===== src/rtl/face_image_sender.sv =====
// -----------------------------------------------------------------------------
// face_image_sender
//
// Transmit side of the face_reader pixel interface. On an accepted start it
// reads one WIDTH x DEPTH RGB frame from a frame RAM with one cycle of read
// latency. It streams the frame in raster order (x fastest) into face_reader's
// image_in_R/G/B and enable inputs. It then waits for face_reader's done and
// reports either completion or timeout.
//
// Ports
//   clk, rst_n          clock (posedge) and asynchronous active-low reset
//   start               1-cycle send request, only honoured in IDLE
//   busy                high from accepted start until the FSM is back in IDLE
//   mem_rd_en/mem_addr  frame RAM read strobe and address (y*WIDTH+x)
//   mem_rdata           {R,G,B} read data, valid the cycle after mem_rd_en
//   image_out_R/G/B     registered pixel channels to face_reader
//   enable              1-cycle frame-start strobe to face_reader
//   done_in             face_reader result-ready level
//   frame_complete      1-cycle pulse: done_in rose before the timeout
//   timeout             1-cycle pulse: TIMEOUT_CYCLES elapsed in WAIT_RESULT
//   state_dbg           current FSM state, for observation only
//
// Handshake semantics: there is no backpressure anywhere. start is a request
// that is sampled only in IDLE; every other cycle it is dropped. face_reader
// cannot stall, so once enable has pulsed, exactly one pixel is presented per
// cycle with no gaps. done_in is treated as a level. Only a 0->1 transition
// seen while waiting for a result counts as completion.
//
// Stream timing: let E be the cycle in which enable is high. Pixel k is on
// image_out_* during cycle E+1+k. The RAM read for pixel k is issued in cycle
// E-1+k. Data returns in cycle E+k and is registered onto the outputs for
// cycle E+1+k.
// -----------------------------------------------------------------------------
module face_image_sender #(
  parameter int WIDTH          = 256,
  parameter int DEPTH          = 256,
  parameter int COLOR_DEPTH    = 8,
  parameter int ADDR_W         = 16,
  parameter int TIMEOUT_CYCLES = 200000
) (
  input  logic                     clk,
  input  logic                     rst_n,
  input  logic                     start,
  output logic                     busy,
  output logic                     mem_rd_en,
  output logic [ADDR_W-1:0]        mem_addr,
  input  logic [3*COLOR_DEPTH-1:0] mem_rdata,
  output logic [COLOR_DEPTH-1:0]   image_out_R,
  output logic [COLOR_DEPTH-1:0]   image_out_G,
  output logic [COLOR_DEPTH-1:0]   image_out_B,
  output logic                     enable,
  input  logic                     done_in,
  output logic                     frame_complete,
  output logic                     timeout,
  output logic [2:0]               state_dbg
);

  localparam int                 NPIX      = WIDTH * DEPTH;
  localparam logic [ADDR_W-1:0]  LAST_ADDR = ADDR_W'(NPIX - 1);
  localparam int                 TCNT_W    = $clog2(TIMEOUT_CYCLES + 1);
  localparam logic [TCNT_W-1:0]  TCNT_LAST = TCNT_W'(TIMEOUT_CYCLES - 1);
  localparam int                 PIX_W     = 3 * COLOR_DEPTH;

  typedef enum logic [2:0] {
    S_IDLE   = 3'd0,
    S_PRIME  = 3'd1,
    S_STREAM = 3'd2,
    S_DRAIN  = 3'd3,
    S_WAIT   = 3'd4
  } state_t;

  state_t                state_q, state_d;
  logic                  busy_q, busy_d;
  logic [ADDR_W-1:0]     addr_q, addr_d;
  logic                  reading_q, reading_d;    // reads still outstanding in STREAM
  logic                  rd_valid_q, rd_valid_d;  // mem_rdata holds a pixel this cycle
  logic                  rd_last_q, rd_last_d;    // ...and it is the last pixel
  logic                  out_last_q, out_last_d;  // last pixel is on image_out_* now
  logic                  enable_q, enable_d;
  logic [PIX_W-1:0]      pix_q, pix_d;
  logic                  done_q, done_d;
  logic [TCNT_W-1:0]     tcnt_q, tcnt_d;
  logic                  frame_complete_q, frame_complete_d;
  logic                  timeout_q, timeout_d;

  logic                  rd_en_w;
  logic                  done_rise_w;

  // ---------------------------------------------------------------------------
  // State and datapath registers
  // ---------------------------------------------------------------------------
  always_ff @(posedge clk or negedge rst_n) begin
    if (!rst_n) begin
      state_q          <= S_IDLE;
      busy_q           <= 1'b0;
      addr_q           <= '0;
      reading_q        <= 1'b0;
      rd_valid_q       <= 1'b0;
      rd_last_q        <= 1'b0;
      out_last_q       <= 1'b0;
      enable_q         <= 1'b0;
      pix_q            <= '0;
      done_q           <= 1'b0;
      tcnt_q           <= '0;
      frame_complete_q <= 1'b0;
      timeout_q        <= 1'b0;
    end else begin
      state_q          <= state_d;
      busy_q           <= busy_d;
      addr_q           <= addr_d;
      reading_q        <= reading_d;
      rd_valid_q       <= rd_valid_d;
      rd_last_q        <= rd_last_d;
      out_last_q       <= out_last_d;
      enable_q         <= enable_d;
      pix_q            <= pix_d;
      done_q           <= done_d;
      tcnt_q           <= tcnt_d;
      frame_complete_q <= frame_complete_d;
      timeout_q        <= timeout_d;
    end
  end

  // ---------------------------------------------------------------------------
  // Next-state and output logic
  // ---------------------------------------------------------------------------
  always_comb begin
    state_d          = state_q;
    busy_d           = busy_q;
    addr_d           = addr_q;
    reading_d        = reading_q;
    tcnt_d           = '0;
    frame_complete_d = 1'b0;
    timeout_d        = 1'b0;

    // PRIME issues the read for pixel 0. STREAM issues the rest until the
    // last address has been read.
    rd_en_w = (state_q == S_PRIME) || ((state_q == S_STREAM) && reading_q);

    // The read pipeline runs every cycle. Outputs are zero whenever the RAM
    // data of the previous cycle was not a requested pixel.
    rd_valid_d  = rd_en_w;
    rd_last_d   = rd_en_w && (addr_q == LAST_ADDR);
    out_last_d  = rd_last_q;
    pix_d       = rd_valid_q ? mem_rdata : '0;

    // enable goes out the cycle after PRIME, one cycle before pixel 0.
    enable_d    = (state_q == S_PRIME);

    // done_in is sampled every cycle, so a level that is already high when
    // WAIT_RESULT is entered is not mistaken for a rising edge.
    done_d      = done_in;
    done_rise_w = done_in && !done_q;

    unique case (state_q)
      S_IDLE: begin
        addr_d    = '0;
        reading_d = 1'b0;
        if (start) begin
          state_d = S_PRIME;
          busy_d  = 1'b1;
        end
      end

      S_PRIME: begin
        state_d = S_STREAM;
        if (addr_q == LAST_ADDR) begin
          reading_d = 1'b0;
        end else begin
          reading_d = 1'b1;
          addr_d    = addr_q + 1'b1;
        end
      end

      S_STREAM: begin
        // The address holds at the last pixel rather than wrapping.
        if (reading_q) begin
          if (addr_q == LAST_ADDR) begin
            reading_d = 1'b0;
          end else begin
            addr_d = addr_q + 1'b1;
          end
        end
        // Leave once the last pixel is on the outputs. DRAIN is then the
        // zero end-of-image cycle.
        if (out_last_q) begin
          state_d = S_DRAIN;
        end
      end

      S_DRAIN: begin
        state_d   = S_WAIT;
        addr_d    = '0;
        reading_d = 1'b0;
      end

      S_WAIT: begin
        tcnt_d = tcnt_q + 1'b1;
        // If an edge and expiry land in the same cycle, completion takes priority.
        if (done_rise_w) begin
          state_d          = S_IDLE;
          busy_d           = 1'b0;
          frame_complete_d = 1'b1;
          tcnt_d           = '0;
        end else if (tcnt_q == TCNT_LAST) begin
          state_d   = S_IDLE;
          busy_d    = 1'b0;
          timeout_d = 1'b1;
          tcnt_d    = '0;
        end
      end

      default: begin
        state_d   = S_IDLE;
        busy_d    = 1'b0;
        addr_d    = '0;
        reading_d = 1'b0;
      end
    endcase
  end

  // ---------------------------------------------------------------------------
  // Outputs
  // ---------------------------------------------------------------------------
  assign busy           = busy_q;
  assign mem_rd_en      = rd_en_w;
  assign mem_addr       = rd_en_w ? addr_q : '0;
  assign image_out_R    = pix_q[PIX_W-1 -: COLOR_DEPTH];
  assign image_out_G    = pix_q[2*COLOR_DEPTH-1 -: COLOR_DEPTH];
  assign image_out_B    = pix_q[COLOR_DEPTH-1:0];
  assign enable         = enable_q;
  assign frame_complete = frame_complete_q;
  assign timeout        = timeout_q;
  assign state_dbg      = state_q;

endmodule


===== config.mk =====
export PLATFORM = sky130hd
export DESIGN_NAME = face_image_sender
export DESIGN_NICKNAME = d
export VERILOG_FILES = /design/src/rtl/face_image_sender.sv
export SDC_FILE = /design/constraint.sdc
export NUM_CORES = 1
export LEC_CHECK = 0
export ABC_AREA = 1
export BUFFER_PORTS_ARGS = -buffer_cell sky130_fd_sc_hd__buf_4
export CAP_MARGIN = 10
export CORE_UTILIZATION = 58
export DETAILED_ROUTE_END_ITERATION = 7
export GPL_TIMING_DRIVEN = 0
export PLACE_DENSITY = 0.82
export SLEW_MARGIN = 20
export SYNTH_ARGS = -nofsm -noshare
export SYNTH_HDL_FRONTEND = slang
export SYNTH_SLANG_ARGS = --single-unit

===== constraint.sdc =====
create_clock -name clk -period 4.7 [get_ports clk]
set_input_delay 0.705 -clock clk [delete_from_list [all_inputs] [get_ports clk]]
set_output_delay 0.705 -clock clk [all_outputs]
set_load 0.005 [all_outputs]

==> results.yml, run 1 <==
flow_run:
  drv_cap: 0
synthesis:
  muxShareOfSynthArea_pct: 0
  synth_edf_count: 0
  async_flop_share_pct: 100
  yosys_register_bits: 70
  synth_top_family_by_area: "simple AND/OR/NAND/NOR gates"
  synthesis.nets: 454
  syn_avg_cell_area_um2: 7.88
  netlist_area_um2: 3340
  synth_compound_area_share_pct: 4.79
  yosys.area_share.simple_pct: 31.6
  ys_types: 32
  synthAdderAreaFrac_pct: 0.749
  synth_cells: 424
  ys.flop_type: "dfrtp_1"
  synthXorXnorAreaFrac_pct: 2.10
  yosysSeqAreaShare_pct: 52.4
  yosysWarnings: 0
worst_setup_path:
  worst_setup_path_start_kind: "register"
  worstSetupPathType: "reg2out"
  critPathRequiredTime_ns: 3.99
  worstSetupEndpointType: "output port"
  crit_arrival_ns: 1.89
  cp_max_fo: 10
power:
  p_int_uw: 1200
  swShare_pct: 32.8
  vdd_drop_max_v: 0.000353
  power_uw: 1790
  pwr_density_cell_nw_per_um2: 424
  p_seq_share_pct: 41.1
  power_switching_uw: 587
  combinationalPowerShare_pct: 28.7
  clkPwrFrac_pct: 30.2
  p_leak_uw: 0.00220
routing:
  routed_wl_mm: 7.23
  drtIter0Drc: 206
  vias_per_cell: 5.01
  final_antenna_net_count: 0
  routed-via-count: 2942
  drcViolationCount: 0
  wl_per_cell_um: 12.3
  first_pass_iters: 5
clocking:
  cts_tree: "yes"
  cts_buffer_depth: 2
  cts-root-buf: "clkbuf_8"
  cts_made_buffers: 9
  h-tree-depth: 3
  clk_pin_slew_ns: 0.08
  clock_latency_ns: 0.35
  post_cts_resized: 0
  postCtsSetupRepairBufs: 0
  cts_sinks: 70
  ctsHoldBuffers: 0
sta:
  setup_viol: 0
  report.final.slew_viol_count: 0
  fin_ws_ns: 2.10
  tns_ns: 0
  rsz0062_at_grt: "false"
  timing.hold.ws_ns: 0.360
  fmax_ghz: 0.385
  fin_crit_sh_pct: 55.3
  fin_skew_ns: 0.0102
  hold_viol_final: 0
  worstMarginPinSlew_ns: 0.877
  relSlewSlack_pct: 41.6
  fin_crit_ns: 2.60
final_layout:
  final_cells: 587
  final_cell_mix: "nand2_1, buf_4, nor2_1, dfrtp_1, inv_1"
  diodes: 0
  fin_nets: 540
  drive_gt1_share_pct: 22.7
  synthToLayoutAreaGrowth_pct: 26.3
  layout_commonest_cell: "nand2_1"
  multi_input_area_um2: 1310
  ff_latch_area_um2: 1750
  fill_cells: 424
floorplan:
  fp-row-count: 27
  die_w_um: 77.9
  io_pins: 76
  die_h_um: 77.9
  design.die.area_um2: 6070
  core_area_um2: 5540
  start_util_pct: 60.3
global_route:
  antenna_found_initial: 0
  grt_pass1_vias: 2827
  grt_max_degree: 71
  overflow: 0
  grt_pass1_wl_mm: 12.4
  grt_use_total_pct: 26.8
place:
  dpl.cell_count: 571
  dp_slack_ns: 2.51
  portBuffers: 75
  gp_congestion: 0.931
  place_hpwl_mm: 5.24
worst_hold_path:
  min_path_type: "reg2reg"
outcome:
  status: "completed"
## routing by layer
metal,vias up,part of all wire [%],global-route usage [%]
met5,-,0,0
met4,0,2.5,12.4
met3,19,6.5,8.47
met2,115,48,44.2
met1,1333,43,32.1
li1,1475,-,-
## logic make-up after synthesis
| logic type | count (synthesis) |
|---|---|
| DFF | 70 |
| xor gates and xnor gates | 8 |
| and+or+nand+nor | 252 |
| AOI/OAI and AO/OA | 24 |
| adders and majority gates | 2 |
| buffers and inverters | 68 |
## synth_stat cells, types with 4 or more instances
library cell,n,area [um2]
a21oi_1,4,20.0
dfrtp_1,70,1750
nor3_1,7,35.0
nand2_2,4,25.0
nor2_1,73,274
o21ai_2,5,43.8
inv_1,59,221
nand4_1,4,25.0
nor2_2,4,25.0
nand3_1,30,150
o21ai_0,6,30.0
nand2_1,123,462
xor2_1,7,61.3
## through the flow
stage | utilization (%) | cell area (um2)
after global routing | 76.1 | 4220
after detailed placement | 72.1 | 3990
after floorplan | - | 3340
after CTS | 76.1 | 4220
after global placement | 72.1 | 3990
final | 76.1 | 4220
## state kept, by name (all words and copies together), names as in the netlist, 3 cells and up
signal	flops
addr_q	16
state_dbg	3
tcnt_q	18
pix_q	24
## layout make-up
type                    instances  area share (%)
multi-input cells             286            31.1
clock buffers                  11            3.35
well taps                      72            2.14
plain buffers                   6            1.10
inverters                      62            5.52
clock inverters                 5            1.96
flip-flops and latches         70            41.5
repair buffers                 75            13.3
## path summary, 6_finish.rpt
check,slack [ns],from,cells after the start,to
hold reg to reg,0.36,out_last_d$_DFF_PN0_,0,out_last_q$_DFF_PN0_
hold / removal,0.36,out_last_d$_DFF_PN0_,0,out_last_q$_DFF_PN0_
min in group asynchronous,0.47,rst_n,1,tcnt_q[3]$_DFF_PN0_
setup / recovery,2.10,state_dbg[2]$_DFFE_PN0P_,7,mem_addr[12]
setup reg to reg,2.87,tcnt_q[0]$_DFF_PN0_,9,state_dbg[2]$_DFFE_PN0P_
max in group asynchronous,3.66,rst_n,1,addr_q[13]$_DFFE_PN0P_
## power groups by stage
stage	sequential, uW	clock (uW)	combinational (uW)
2_1_floorplan	744	0	283
3_3_place_gp	743	0	502
3_5_place_dp	746	0	515
4_1_cts	734	551	517
5_1_grt	742	577	571
6_report	734	539	513
## worst max-delay path, cell delays in order (launching register included)
cell	delay, ns
dfrtp_1	0.46
inv_2	0.11
nand3_1	0.11
nand2_2	0.24
o21ai_4	0.16
buf_2	0.22
nor2_1	0.12
buf_4	0.12
Power figures use the tool's default switching activity.
==> inputs of run 2 (changes only) <==
--- a/config.mk
+++ b/config.mk
@@ -5,13 +5,13 @@
 export SDC_FILE = /design/constraint.sdc
 export NUM_CORES = 1
 export LEC_CHECK = 0
-export ABC_AREA = 1
+export ABC_AREA = 0
 export BUFFER_PORTS_ARGS = -buffer_cell sky130_fd_sc_hd__buf_4
 export CAP_MARGIN = 10
-export CORE_UTILIZATION = 58
+export CORE_UTILIZATION = 48
 export DETAILED_ROUTE_END_ITERATION = 7
 export GPL_TIMING_DRIVEN = 0
-export PLACE_DENSITY = 0.82
+export PLACE_DENSITY = 0.73
 export SLEW_MARGIN = 20
 export SYNTH_ARGS = -nofsm -noshare
 export SYNTH_HDL_FRONTEND = slang
==> constraint.sdc (replaced) <==
create_clock -name clk -period 2.3 [get_ports clk]
set_input_delay 0.345 -clock clk [delete_from_list [all_inputs] [get_ports clk]]
set_output_delay 0.345 -clock clk [all_outputs]
set_load 0.005 [all_outputs]
==> run 2 against run 1 <==
Compared with the run above:
- via count shrank 15%
- sequential share of layout area up 2.0 points
- clock power up 69%
- final cell count down 20%
- non-clock buffer count increased by 6
==> results.yml, run 2 <==
outcome:
  status: "completed"
final_layout:
  regMostFlops: "pix_q"
  synthToLayoutAreaGrowth_pct: 26.7
  fill_cells: 520
  largest_reg_flops: 24
  final_cell_mix: "buf_4, dfrtp_1, and2_1, nor2_1, nand2_1"
  layout_commonest_cell: "buf_4"
  fin_nets: 416
  drive_gt1_share_pct: 29.9
  diodes: 0
  reg_top3: "pix_q: 24 flops, tcnt_q: 18 flops, addr_q: 16 flops"
power:
  combinationalPowerShare_pct: 30.4
  power_switching_uw: 1110
  p_int_uw: 2290
  clkPwrFrac_pct: 26.8
  p_leak_uw: 0.00190
  p_seq_share_pct: 42.9
  vdd_drop_max_v: 0.000423
  pwr_density_cell_nw_per_um2: 845
  swShare_pct: 32.8
  power_uw: 3400
clocking:
  cts-root-buf: "clkbuf_8"
  h-tree-depth: 3
  cts_made_buffers: 9
  ctsHoldBuffers: 0
  cts_buffer_depth: 2
  clock_latency_ns: 0.33
  cts_sinks: 70
  cts_tree: "yes"
  clk_pin_slew_ns: 0.07
synthesis:
  synthAdderAreaFrac_pct: 0.789
  synthXorXnorAreaFrac_pct: 3.87
  muxShareOfSynthArea_pct: 0.631
  synthesis.nets: 331
  async_flop_share_pct: 100
  ys_types: 53
  yosys-top-cells-count: "dfrtp_1, and2_1, nor2_1"
  synth_top_family_by_area: "simple AND/OR/NAND/NOR gates"
  yosysSeqAreaShare_pct: 55.2
  netlist_area_um2: 3170
  yosysWarnings: 0
  synthDominantAreaCellType: "dfrtp_1"
  synth_compound_area_share_pct: 9.07
  yosys.area_share.simple_pct: 27.6
  yosysTopAreaCellShare_pct: 55.2
  synth_cells: 301
  synth_area_leaders: "dfrtp_1, and2_1, nor2_1, xor2_1, nand3_1"
  yosys_register_bits: 70
  synth_edf_count: 0
  ys.flop_type: "dfrtp_1"
  synth_most_common_cell: "dfrtp_1"
  syn_avg_cell_area_um2: 10.5
floorplan:
  die_w_um: 83.3
  io_pins: 76
  core_area_um2: 6350
  die_h_um: 83.3
  fp-row-count: 29
  start_util_pct: 50.0
  design.die.area_um2: 6940
global_route:
  grt_pass1_vias: 2448
  antenna_found_initial: 0
  grt_pass1_wl_mm: 11.2
  overflow: 0
  grt_use_total_pct: 20.1
  grt_max_degree: 71
routing:
  first_pass_iters: 4
  wl_per_cell_um: 13.9
  drtIter0Drc: 114
  routed-via-count: 2490
  vias_per_cell: 5.32
  drcViolationCount: 0
  routed_wl_mm: 6.49
  final_antenna_net_count: 0
sta:
  setup_viol: 0
  worstMarginPinSlew_ns: 0.847
  report.final.slew_viol_count: 0
  fin_crit_ns: 2.17
  fin_skew_ns: 0.00647
  tns_ns: 0
  hold_viol_final: 0
  rsz0062_at_grt: "false"
  relSlewSlack_pct: 43.5
  fmax_ghz: 0.461
  fin_crit_sh_pct: 94.2
place:
  portBuffers: 75
  place_hpwl_mm: 4.57
  gp_congestion: 0.885
worst_setup_path:
  critPathRequiredTime_ns: 1.96
  worst_setup_path_start_kind: "register"
  worstSetupEndpointType: "output port"
  crit_arrival_ns: 1.82
  cp_max_fo: 20
  worstSetupPathType: "reg2out"
flow_run:
  drv_cap: 0
worst_hold_path:
  min_path_type: "in2async"
-- run 2: changes by cell type in the layout (fill, tap and decap cells not counted), moves of 5 or more --
| cell | delta |
|---|---|
| and2_1 | +40 |
| a21oi_1 | +6 |
| nand3_1 | -15 |
| o21ai_2 | -5 |
| a31oi_1 | +9 |
| nor2_1 | -43 |
| nand2_1 | -104 |
| inv_1 | -56 |
| buf_2 | +7 |
-- run 2: metal layers --
layer  routed length (um)  track usage (%)
met1                 2890             26.8
met4                   82             7.05
met2                 3200             32.6
met5                    0                0
met3                  315             4.57
-- run 2: what timing repair did --
item	CTS	global route
endpoints found under the setup margin	9	1
gates resized for setup	2	1
buffers inserted	0	0
cloned	0	0
-- run 2: area by class of cell --
| type | count | area [um2] | area share, % |
|---|---|---|---|
| clock buffers | 14 | 173 | 4.30 |
| well taps | 77 | 96.3 | 2.40 |
| plain buffers | 12 | 62.6 | 1.56 |
| multi-input cells | 213 | 1330 | 33.1 |
| clock inverters | 2 | 15.0 | 0.373 |
| inverters | 5 | 26.3 | 0.654 |
| flip-flops and latches | 70 | 1750 | 43.6 |
| repair buffers | 75 | 563 | 14.0 |
-- run 2: cells by family (layout without fill, tap and decap cells) --
group	Yosys count	count (layout)
simple gates	150	150
flops	70	70
compound gates	45	45
buf+inv	18	108
xor+xnor	14	14
fa+ha+maj	2	2
mux	2	2
-- run 2: path summary, 6_finish.rpt --
path	cells after the start	to	slack, ns	from
min in group clk	1	done_q$_DFF_PN0_	0.12	done_in
setup reg to reg	7	addr_q[9]$_DFFE_PN0P_	0.46	addr_q[0]$_DFFE_PN0P_
max in group asynchronous	1	addr_q[10]$_DFFE_PN0P_	1.63	rst_n
hold reg to reg	0	out_last_q$_DFF_PN0_	0.36	out_last_d$_DFF_PN0_
hold / removal	1	pix_q[17]$_DFF_PN0_	0.11	rst_n
setup / recovery	6	mem_addr[3]	0.13	state_dbg[1]$_DFFE_PN0P_
-- run 2: critical path, stage by stage, from the launching register on --
cell      delay [ns]
dfrtp_1         0.40
buf_4           0.17
nand2b_1        0.16
a21o_2          0.30
inv_6           0.14
and2_1          0.18
buf_4           0.12
-- run 2: metrics by stage --
stage	area, um2	cells	hold slack [ns]	utilization [%]	setup WS, ns
after detailed placement	3830	453	0.344	60.3	0.286
after global routing	4020	468	0.112	63.3	0.0360
after global placement	3830	453	0.332	60.3	0.317
after CTS	4020	468	0.113	63.3	0.107
final	4020	468	0.113	63.3	0.133
after floorplan	3170	301	0.0494	-	0.603
-- run 2: power by group through the flow --
stage | combinational (uW) | clock [uW] | sequential (uW)
2_1_floorplan | 603 | 0 | 1480
6_report | 1030 | 910 | 1460
4_1_cts | 1030 | 931 | 1460
3_3_place_gp | 1010 | 0 | 1470
3_5_place_dp | 1030 | 0 | 1480
5_1_grt | 1160 | 986 | 1470
==> inputs of run 3 (changes only) <==
--- a/config.mk
+++ b/config.mk
@@ -11,7 +11,8 @@
 export CORE_UTILIZATION = 48
 export DETAILED_ROUTE_END_ITERATION = 7
 export GPL_TIMING_DRIVEN = 0
-export PLACE_DENSITY = 0.73
+export PLACE_DENSITY_LB_ADDON = 0.12
+export RECOVER_POWER = 25
 export SLEW_MARGIN = 20
 export SYNTH_ARGS = -nofsm -noshare
 export SYNTH_HDL_FRONTEND = slang
==> run 3 against run 2 <==
Compared with the run above:
- the run now ends with capacitance limit, slew limit left
- via count fell by 1.1%
- critical path depth did not move
- non-clock buffer count did not move
- flip-flop and latch count did not move
- critical path type unchanged
- highest routed layer unchanged
==> results.yml, run 3 (synthesized netlist as in run 2, its figures left out) <==
clocking:
  cts_made_buffers: 9
  postCtsSetupRepairBufs: 0
  cts_buffer_depth: 2
  clk_pin_slew_ns: 0.08
  ctsHoldBuffers: 0
  post_cts_resized: 2
  clock_latency_ns: 0.34
  cts-root-buf: "clkbuf_8"
  cts_tree: "yes"
  cts_sinks: 70
  h-tree-depth: 3
routing:
  wl_per_cell_um: 14.2
  routed-via-count: 2462
  final_antenna_net_count: 0
  routed_wl_mm: 6.62
  routed-wl-met3_um: 302
  drtIter0Drc: 114
  wl_met2_mm: 3.26
  vias_per_cell: 5.27
  met1_length_mm: 2.96
  drcViolationCount: 0
  first_pass_iters: 4
  top_layer_used: "met4"
power:
  clkPwrFrac_pct: 29.3
  vdd_drop_max_v: 0.000408
  p_leak_uw: 0.00191
  p_int_uw: 2380
  combinationalPowerShare_pct: 29.3
  p_seq_share_pct: 41.4
  swShare_pct: 32.1
  power_switching_uw: 1130
  pwr_density_cell_nw_per_um2: 870
sta:
  worstMarginPinSlew_ns: 1.69
  relSlewSlack_pct: -12.7
  fin_ws_ns: 0.125
  report.final.slew_viol_count: 71
  rsz0062_at_grt: "false"
  fmax_ghz: 0.460
  hold_viol_final: 0
  fin_crit_sh_pct: 94.5
  fin_skew_ns: 0.00805
  tns_ns: 0
  setup_viol: 0
  fin_crit_ns: 2.17
floorplan:
  die_h_um: 83.3
  design.die.area_um2: 6940
  core_area_um2: 6350
  fp-row-count: 29
  die_w_um: 83.3
  start_util_pct: 50.0
  io_pins: 76
worst_setup_path:
  worstSetupPathType: "reg2out"
  cp_max_fo: 20
  startpoint: "state_dbg[1]$_DFFE_PN0P_"
  rrSetupSlack_ns: 0.43
  r2r_start: "state_dbg[0]$_DFFE_PN0P_"
  critPathRequiredTime_ns: 1.96
  crit_arrival_ns: 1.83
  worstSetupEndpointType: "output port"
  r2r-end: "addr_q[9]$_DFFE_PN0P_"
  rr_worst_depth: 7
  worst_setup_path_start_kind: "register"
place:
  place_hpwl_mm: 4.54
  portBuffers: 75
  dpl.cell_count: 453
  dp_slack_ns: 0.273
  gp_congestion: 0.884
final_layout:
  fin_nets: 416
  final_cell_mix: "buf_4, dfrtp_1, and2_1, nor2_1, nand2_1"
  regMostFlops: "pix_q"
  fill_cells: 532
  layout_commonest_cell: "buf_4"
  final_cells: 467
  ff_latch_area_um2: 1750
  synthToLayoutAreaGrowth_pct: 27.2
  largest_reg_flops: 24
  diodes: 0
  reg_top3: "pix_q: 24 flops, tcnt_q: 18 flops, addr_q: 16 flops"
  drive_gt1_share_pct: 30.3
  multi_input_area_um2: 1330
global_route:
  overflow: 0
  grt_pass1_wl_mm: 11.2
  grt_use_total_pct: 20.4
  grt_pass1_vias: 2361
  grt_max_degree: 71
  antenna_found_initial: 0
outcome:
  status: "finished with violations"
  violations: "capacitance limit, slew limit"
worst_hold_path:
  hp-start: "done_in"
  holdPathEnd: "done_q$_DFF_PN0_"
  min_path_type: "in2reg"
  worstHoldPathCells: 1
flow_run:
  drv_cap: 1
## run 3: cell types whose count changed in the layout (fill, tap and decap cells not counted), moves of 2 or more
cell | previous run | this run
and2_1 | 40 | 36
clkbuf_1 | 4 | 2
buf_4 | 77 | 75
and2_0 | 0 | 4
## run 3: metrics by stage
stage               hold WS (ns)  total power, uW  instance area (um2)  utilization [%]
finish                     0.139             3510                 4040             63.5
global placement           0.332             2490                 3830             60.3
CTS                        0.104             3540                 4040             63.6
detailed placement         0.337             2510                 3830             60.3
floorplan                 0.0494             2080                 3170                -
global route               0.126             3720                 4040             63.5
## run 3: critical path: stages, from the launching register on
cell and delay, ns:
dfrtp_1 0.38, buf_4 0.17, nand2b_1 0.16, a21o_2 0.31
inv_4 0.18, and2_1 0.18, buf_4 0.12
## run 3: per-layer routing
metal	track usage, %	up-vias
met1	26.0	1167
met3	4.77	10
met5	0	-
li1	-	1222
met2	33.9	63
met4	7.84	0
## run 3: power by group through the flow
stage	Clock, uW	Sequential, uW	Combinational [uW]
final	1030	1450	1030
after global routing	1110	1470	1140
after CTS	1050	1450	1040
after detailed placement	0	1480	1030
after global placement	0	1470	1020
after floorplan	0	1480	603
## run 3: how the worst max path moves through the flow
stage	end	depth (start not counted)
3_5_place_dp	mem_addr[11]	7
2_1_floorplan	mem_addr[10]	6
6_report	mem_addr[3]	6
5_1_grt	mem_addr[3]	6
3_3_place_gp	mem_addr[6]	7
4_1_cts	mem_addr[3]	6
## run 3: layout make-up
cell class / count / share of cell area, %
sequential: 70 / 43.4
clock inverter: 3 / 1.05
timing repair buffer: 75 / 13.9
multi-input combinational: 213 / 33.0
buffer: 12 / 1.55
inverter: 5 / 0.589
tap: 77 / 2.39
clock buffer: 12 / 4.09
